### src/rtl/sprite_anim_seq.sv
// ---------------------------------------------------------------------------
// sprite_anim_seq
//
// Multi-frame sprite animation sequencer for the VGA overlay path (snow,
// flakes and similar effects). A free-running prescaler produces an
// animation tick every TICK_DIV enabled clocks. A hold counter stretches
// each frame over max(hold,1) ticks. The frame index is stepped in loop,
// ping-pong or one-shot order, or is parked on frame 0. The pixel of the
// current frame is registered from a bus of parallel frame-ROM outputs.
//
// Optional build feature (macro SPRITE_KEY_EN):
//   defined   - a selected pixel equal to KEY_COLOR is replaced by bg_pixel
//   undefined - bg_pixel and KEY_COLOR are ignored
//
// Ports:
//   clk         system clock
//   rst_n       asynchronous active-low reset
//   en          1 = animation advances, 0 = prescaler/hold/index frozen
//   restart     single-cycle pulse, rewinds the sequence on the next clock
//   mode        0 loop, 1 ping-pong, 2 one-shot, 3 hold frame 0
//   hold        ticks per frame (0 behaves as 1)
//   frame_data  frame k pixel in bits [k*PIX_W +: PIX_W]
//   bg_pixel    background pixel (keying only)
//   pixel_out   registered pixel of the current frame
//   frame_idx   current frame index
//   frame_stb   one-cycle pulse in the cycle frame_idx shows a new value
//   done        one-shot sequence has completed
// ---------------------------------------------------------------------------
module sprite_anim_seq #(
    parameter int                NUM_FRAMES = 4,
    parameter int                PIX_W      = 12,
    parameter int                TICK_DIV   = 6000000,
    parameter int                HOLD_W     = 4,
    parameter logic [PIX_W-1:0]  KEY_COLOR  = '0,
    localparam int               IDX_W      = (NUM_FRAMES > 1) ? $clog2(NUM_FRAMES) : 1
) (
    input  logic                        clk,
    input  logic                        rst_n,
    input  logic                        en,
    input  logic                        restart,
    input  logic [1:0]                  mode,
    input  logic [HOLD_W-1:0]           hold,
    input  logic [NUM_FRAMES*PIX_W-1:0] frame_data,
    input  logic [PIX_W-1:0]            bg_pixel,
    output logic [PIX_W-1:0]            pixel_out,
    output logic [IDX_W-1:0]            frame_idx,
    output logic                        frame_stb,
    output logic                        done
);

    localparam int               PRE_W    = (TICK_DIV > 1) ? $clog2(TICK_DIV) : 1;
    localparam logic [PRE_W-1:0] PRE_LAST = PRE_W'(TICK_DIV - 1);
    localparam logic [IDX_W-1:0] IDX_LAST = IDX_W'(NUM_FRAMES - 1);
    localparam int               SEL_N    = 2 ** IDX_W;

    localparam logic [1:0] MODE_LOOP    = 2'd0;
    localparam logic [1:0] MODE_PINGPONG = 2'd1;
    localparam logic [1:0] MODE_ONESHOT = 2'd2;
    localparam logic [1:0] MODE_PARK    = 2'd3;

    logic [PRE_W-1:0]  pre_reg,      pre_next;
    logic [HOLD_W-1:0] hold_cnt_reg, hold_cnt_next;
    logic [IDX_W-1:0]  idx_reg,      idx_next;
    logic              dir_up_reg,   dir_up_next;
    logic              done_reg,     done_next;
    logic              stb_reg;
    logic [PIX_W-1:0]  pixel_reg,    pixel_next;

    logic              tick;
    logic              advance;
    logic [HOLD_W-1:0] hold_last;

    // Frame table padded to a power of two so any index value selects a
    // defined (zero) pixel, even when NUM_FRAMES is not a power of two.
    logic [PIX_W-1:0] frame_arr [SEL_N];

    genvar gi;
    generate
        for (gi = 0; gi < SEL_N; gi++) begin : g_frame
            if (gi < NUM_FRAMES) begin : g_used
                assign frame_arr[gi] = frame_data[gi*PIX_W +: PIX_W];
            end else begin : g_pad
                assign frame_arr[gi] = '0;
            end
        end
    endgenerate

    assign tick      = en && (pre_reg == PRE_LAST);
    // hold == 0 behaves as 1, so the last count is 0 in both cases.
    assign hold_last = (hold == '0) ? '0 : hold - HOLD_W'(1);
    assign advance   = tick && (hold_cnt_reg == hold_last);

    always_comb begin
        pre_next      = pre_reg;
        hold_cnt_next = hold_cnt_reg;
        idx_next      = idx_reg;
        dir_up_next   = dir_up_reg;
        done_next     = done_reg;

        if (restart) begin
            // Rewind wins over a tick arriving in the same cycle.
            pre_next      = '0;
            hold_cnt_next = '0;
            idx_next      = '0;
            dir_up_next   = 1'b1;
            done_next     = 1'b0;
        end else if (en) begin
            pre_next = tick ? '0 : pre_reg + PRE_W'(1);
            if (tick) begin
                // A live drop of hold below the count simply lets the
                // counter run to the HOLD_W wrap before matching again.
                hold_cnt_next = (hold_cnt_reg == hold_last) ? '0 : hold_cnt_reg + HOLD_W'(1);
            end

            if (mode == MODE_PARK) begin
                idx_next = '0;
            end else if (advance) begin
                case (mode)
                    MODE_LOOP: begin
                        idx_next = (idx_reg == IDX_LAST) ? '0 : idx_reg + IDX_W'(1);
                    end
                    MODE_PINGPONG: begin
                        if (NUM_FRAMES == 1) begin
                            idx_next = '0;
                        end else if (dir_up_reg) begin
                            if (idx_reg == IDX_LAST) begin
                                dir_up_next = 1'b0;
                                idx_next    = idx_reg - IDX_W'(1);
                            end else begin
                                idx_next = idx_reg + IDX_W'(1);
                            end
                        end else begin
                            if (idx_reg == '0) begin
                                dir_up_next = 1'b1;
                                idx_next    = idx_reg + IDX_W'(1);
                            end else begin
                                idx_next = idx_reg - IDX_W'(1);
                            end
                        end
                    end
                    default: begin
                        // One-shot: the advance taken on the last frame
                        // completes the sequence without moving the index.
                        if (!done_reg) begin
                            if (idx_reg == IDX_LAST) begin
                                done_next = 1'b1;
                            end else begin
                                idx_next = idx_reg + IDX_W'(1);
                            end
                        end
                    end
                endcase
            end
        end
    end

`ifdef SPRITE_KEY_EN
    assign pixel_next = (frame_arr[idx_reg] == KEY_COLOR) ? bg_pixel : frame_arr[idx_reg];
`else
    assign pixel_next = frame_arr[idx_reg];
    logic unused_key;
    assign unused_key = ^{bg_pixel, KEY_COLOR};
`endif

    always_ff @(posedge clk or negedge rst_n) begin
        if (!rst_n) begin
            pre_reg      <= '0;
            hold_cnt_reg <= '0;
            idx_reg      <= '0;
            dir_up_reg   <= 1'b1;
            done_reg     <= 1'b0;
            stb_reg      <= 1'b0;
            pixel_reg    <= '0;
        end else begin
            pre_reg      <= pre_next;
            hold_cnt_reg <= hold_cnt_next;
            idx_reg      <= idx_next;
            dir_up_reg   <= dir_up_next;
            done_reg     <= done_next;
            // Strobe only on a real change of value, so a one-shot
            // completion or a restart from frame 0 stays silent.
            stb_reg      <= (idx_next != idx_reg);
            pixel_reg    <= pixel_next;
        end
    end

    assign pixel_out = pixel_reg;
    assign frame_idx = idx_reg;
    assign frame_stb = stb_reg;
    assign done      = done_reg;

endmodule

### config.mk
export PLATFORM = sky130hd
export DESIGN_NAME = sprite_anim_seq
export DESIGN_NICKNAME = d
export VERILOG_FILES = /design/src/rtl/sprite_anim_seq.sv
export SDC_FILE = /design/constraint.sdc
export NUM_CORES = 1
export LEC_CHECK = 0
export BUFFER_PORTS_ARGS = -buffer_cell sky130_fd_sc_hd__buf_2
export CELL_PAD_IN_SITES_DETAIL_PLACEMENT = 2
export CELL_PAD_IN_SITES_GLOBAL_PLACEMENT = 2
export CORE_AREA = 4 4 98 100
export DETAILED_ROUTE_END_ITERATION = 10
export DIE_AREA = 0 0 102 104
export PLACE_DENSITY = 0.74
export SLEW_MARGIN = 20
export SYNTH_ARGS = -nofsm -noshare
export SYNTH_HDL_FRONTEND = slang
export SYNTH_SLANG_ARGS = --single-unit
### constraint.sdc
create_clock -name clk -period 2.6 [get_ports clk]
set_input_delay 0.39 -clock clk [delete_from_list [all_inputs] [get_ports clk]]
set_output_delay 0.39 -clock clk [all_outputs]
set_load 0.005 [all_outputs]
Word level (Yosys, flattened, before mapping)
Index checks and enable logic that the tools add are counted.
Widths: inputs -> output; s select.
{"block": "totals", "register_bits": 44, "elab_cells": 72}
{"block": "classes", "n_mux": 37, "bitwise": 1, "n_addsub": 5, "n_eq_ne": 8, "n_lt_le_gt_ge": 1, "n_reduce_logical": 13}
{"operator": "$mux 23", "count": 3}
{"operator": "$bmux 12 s2", "count": 1}
{"operator": "$mux 12", "count": 2}
{"operator": "$add 23x1->23 const B", "count": 1}
{"operator": "$eq 23x23->1 const B", "count": 1}
{"operator": "$mux 2", "count": 10}
{"operator": "$mux 4", "count": 5}
{"operator": "$mux 1", "count": 15}
{"operator": "$reduce_and 4->1", "count": 2}
{"operator": "$reduce_bool 2->1", "count": 4}
{"operator": "$add 4x1->4 const B", "count": 1}
{"operator": "$eq 2x2->1 const B", "count": 2}
{"operator": "$eq 4x4->1", "count": 1}
{"operator": "$logic_not 2->1", "count": 2}
{"operator": "$logic_not 4->1", "count": 1}
{"operator": "$pmux 2 s2", "count": 1}
{"operator": "$sub 4x1->4 const B", "count": 1}
{"operator": "$ge 3x3->1 const B", "count": 1}
{"operator": "$not 2->3", "count": 1}
{"operator": "$add 2x1->2 const B", "count": 1}
{"operator": "$eq 2x1->1 const B", "count": 1}
{"operator": "$logic_and 1x1->1", "count": 2}
{"operator": "$ne 2x1->1 const B", "count": 1}
{"operator": "$ne 2x2->1", "count": 1}
{"operator": "4 further kinds", "count": 4}

Longest topological paths before layout
{"block": "depth", "word_depth": 9, "depth_mapped": 10}

Worst setup path after synthesis
OpenSTA, ideal clock, no wires.
{"block": "synth_path", "path_type": "flip-flop to flip-flop", "from": "register idx_reg[0] (netlist: frame_idx[0])", "to": "register stb_reg (netlist: frame_stb)", "n_path_buf": 2, "slack_ps": 208, "period_less_slack_ps": 2392, "setup_time_ps": 65, "stages_incl_launch_ff": 10, "arrival_time_ps": 2327, "cell_sequence": "dfrtp_1 > clkbuf_1 > buf_1 > inv_1 > ha_1 > inv_1 > o21ai_0 > o21ai_0 > mux2i_1 > o22a_1"}
{"block": "synth_via", "elab_chain_len": 9}
{"item": "start, declared", "line": "63", "rtl": "logic [IDX_W-1:0] idx_reg, idx_next;"}
{"item": "start signal, assigned", "line": "177", "rtl": "idx_reg <= idx_next;"}
{"item": "$add 2x1->2, or another cell as far along"}
{"item": "$mux 2, on equally long branches", "line": "145, 126, 133"}
{"item": "$mux 2, on equally long branches", "line": "144, 125"}
{"item": "$pmux 2 s2", "line": "118", "rtl": "case (mode)"}
{"item": "$mux 2", "line": "117", "rtl": "end else if (advance) begin"}
{"item": "$mux 2", "line": "115", "rtl": "if (mode == MODE_PARK) begin"}
{"item": "$mux 2", "line": "107", "rtl": "end else if (en) begin"}
{"item": "$mux 2", "line": "100", "rtl": "if (restart) begin"}
{"item": "$ne 2x2->1 (*)", "line": "182", "rtl": "stb_reg <= (idx_next != idx_reg);"}
{"item": "end signal, assigned", "line": "182"}
{"item": "end, declared", "line": "66", "rtl": "logic stb_reg;"}
Every way passes the cells marked *; elsewhere a longest branch is shown, timed or not.
A chain may end at the register's enable or synchronous reset.

Worst setup path after layout
{"block": "layout_path", "from": "register pre_reg[12]", "to": "register hold_cnt_reg[3]"}
{"block": "layout_via", "elab_chain_len": 4}
{"item": "start, declared", "line": "61", "rtl": "logic [PRE_W-1:0] pre_reg, pre_next;"}
{"item": "start signal, assigned", "line": "175", "rtl": "pre_reg <= pre_next;"}
{"item": "$eq 23x23->1", "line": "88", "rtl": "assign tick = en && (pre_reg == PRE_LAST);"}
{"item": "$logic_and 1x1->1", "line": "88"}
{"item": "$reduce_bool 2->1 (no line)"}
{"item": "$reduce_and 2->1 (no line)"}
{"item": "end signal, assigned", "line": "176", "rtl": "hold_cnt_reg <= hold_cnt_next;"}
{"item": "end, declared", "line": "62", "rtl": "logic [HOLD_W-1:0] hold_cnt_reg, hold_cnt_next;"}
No other way between the ends.

==> out/qor.csv <==
metric;value;unit
WHS;53.1;ps
site row count;34;
Post-CTS Hold Fix Bufs;0;
post-CTS setup buffers;0;
Syn. warnings;0;
Multi-input gate area;1370;um^2
xor/xnor cell area share of the yosys netlist;7.23;%
main combinational cell family by area after synthesis;simple AND/OR/NAND/NOR gates;
Routed WL;7440;um
simple-gate area share of the yosys netlist;23.5;%
routability congestion estimate;0.754;
Worst Path Required;2820;ps
fin nets;399;
vias;2240;
worst-margin pin slew;573;ps
Hold WC Path Type;primary input to async pin;
Largest stage delay, worst path;540;ps
Slew headroom;61.8;%
Max rail drop VDD;0.000179;V
mapped cell area;2540;um^2
most common library cells after synthesis;43 x dfrtp_1, 29 x nor2_1, 21 x nand2_1;
drt wl/cell;17.2;um
Reg area;1100;um^2
Final min period;2270;ps
number of synthesized flops with an enable pin;0;
CTS Buf Count;5;
ranking of synthesized cells by area;dfrtp_1 42%, mux4_2 11%, xor2_1 5.5%;
crit-path max FO;9;
I/O pins;86;
antenna diode count;0;
FMAX;0.440;GHz
CP Launch Type;register;
starting density of the core;29.3;%
CTS Buffer Depth;2;
PostCTS Resize Cnt;0;
Initial DRT Pass Iterations;4;
first-pass GRT wire length;12700;um
Synth async-reset ratio;100;%
Clk pin slew, worst setup/hold paths;80;ps
WS Path Type;register to register;
Yosys reg bits;44;
vias in the first global route;2595;
pwr dens;433;nW/um^2
Initial DRC Count;40;
Worst Skew;5.42;ps
TNS Setup;0;ps
Leak Pwr;1.37;nW
# setup viols final;0;
share of layout cells above drive strength 1;34.6;%
max-cap violation count;0;
largest net degree at the start of global routing;24;
CP top delay family;simple AND/OR/NAND/NOR gates;
count leader, synth;dfrtp_1;
Synth Area in Adders;2.95;%
clk_lat worst skew;300;ps
initial antenna violation count;0;
status;finished, final reports clean;
Syn Inst Count;246;
DP Wirelength;5800;um
Synth Area in Compound Gates;8.76;%
placed insts;424;
CTS tree;built;
top cell type by total area after synthesis;dfrtp_1;
Arrival @ worst endpoint;2490;ps
max FFs per register;23;
Clk Tree Root Cell;clkbuf_8;
die area;10600;um^2
DRC viols;0;
ys flop type;dfrtp_1;
Clock Sinks;44;
H-tree Lvls;2;
count of non-filler cells in the finished layout;432;
WP buf/inv;0;
GRT overflow;0;
post-synthesis cell type count;48;
Core ar.;8680;um^2
Die Ht;104;um
syn nets;322;
mux cell area share after synthesis;11.4;%
Via density;5.19;
filler cell count;1016;
slowest stage cell, crit path;or4_1;
Seq/Total Area, Yosys;43.3;%
RSZ-0062 raised after global routing;no;
crit share post-route;87.4;%
# port buffers;73;
Hold Vio Cnt, Final;0;
Area growth syn-to-layout;24.1;%
Cell Chain, Critical Path;nor4b_2, nand4_1, or3_1, or4_1, a31oi_1;
Final Max Tran Viols;0;
Synth top area share;42.3;%
antenna-violating nets left;0;
synthesized area per cell;10.3;um^2
CP endpoint kind;register;
Die Span X;102;um
Overall Global Routing Usage;14.9;%
where the power goes:
part	internal [mW]	switching, mW
Sequential	0.696	0.00604
Clock	0.286	0.241
Combinational	0.0665	0.0699
routing by layer:
layer / routed length [um] / global-route usage [%] / vias up
met2: 3870 / 26.4 / 66
met4: 185 / 5.15 / 0
met5: 0 / 0 / -
met1: 2950 / 16.8 / 1117
met3: 428 / 4.09 / 17
li1: - / - / 1040
final cells by class:
| type | count | area share [%] |
|---|---|---|
| multi-input cells | 186 | 43.4 |
| flip-flops and latches | 44 | 34.9 |
| repair buffers | 80 | 13.2 |
| well taps | 108 | 4.28 |
| clock buffers | 6 | 2.30 |
| clock inverters | 2 | 1.11 |
| inverters | 6 | 0.714 |
worst paths after layout:
check	cells after the start	slack [ps]	start	endpoint
min in group clk	2	400	frame_data[0]	pixel_out[0]$_DFF_PN0_
worst max register to register	5	330	pre_reg[12]$_DFFE_PN0P_	hold_cnt_reg[3]$_DFFE_PN0P_
worst min-delay path	1	50	rst_n	pre_reg[14]$_DFFE_PN0P_
worst max-delay path	5	330	pre_reg[12]$_DFFE_PN0P_	hold_cnt_reg[3]$_DFFE_PN0P_
worst min register to register	2	570	pre_reg[5]$_DFFE_PN0P_	pre_reg[5]$_DFFE_PN0P_
max in group asynchronous	2	1800	rst_n	dir_up_reg$_DFFE_PN1P_
metrics by stage:
step	util [%]	power [mW]	setup slack, ps	area, um^2
5_1_grt	36.4	1.43	207	3160
6_report	36.4	1.36	328	3160
4_1_cts	36.4	1.39	317	3160
3_3_place_gp	35.1	0.849	435	3050
3_5_place_dp	35.1	0.857	402	3050
2_1_floorplan	-	0.765	208	2540
cells in the final DEF (no fill, tap or decap), types with 2 or more instances in the layout:
cell,Yosys,layout
nand2b_1,4,4
buf_4,0,7
nand3b_1,3,3
mux2i_1,2,2
xnor2_1,5,5
xor2_1,16,16
o31ai_1,2,2
buf_2,3,73
inv_1,6,6
or2_2,3,3
nor4_1,2,2
or4_1,2,2
nand4_1,9,9
mux4_2,12,12
nand2_1,21,21
or3_1,3,3
and4_1,2,2
clkbuf_8,0,5
a31oi_1,7,7
nor2b_1,5,5
nand3_1,12,12
nor3_1,3,3
a21oi_1,13,13
dfrtp_1,43,43
o21ai_0,6,6
ha_1,6,6
nor2_1,29,29
cells by family (layout without fill, tap and decap cells):
| logic type | Yosys count | count (layout) |
|---|---|---|
| AND/OR/NAND/NOR | 109 | 109 |
| flip-flops | 44 | 44 |
| AO/OA/AOI/OAI | 36 | 36 |
| XOR/XNOR | 21 | 21 |
| buffers and inverters | 16 | 94 |
| multiplexers | 14 | 14 |
| adder cells (fa/ha/maj) | 6 | 6 |
worst register-to-register path: stages, from the launching register on:
cell     delay [ps]
dfrtp_1         450
nor4b_2         340
nand4_1         160
or3_1           490
or4_1           550
a31oi_1         200
Power figures use the tool's default switching activity.
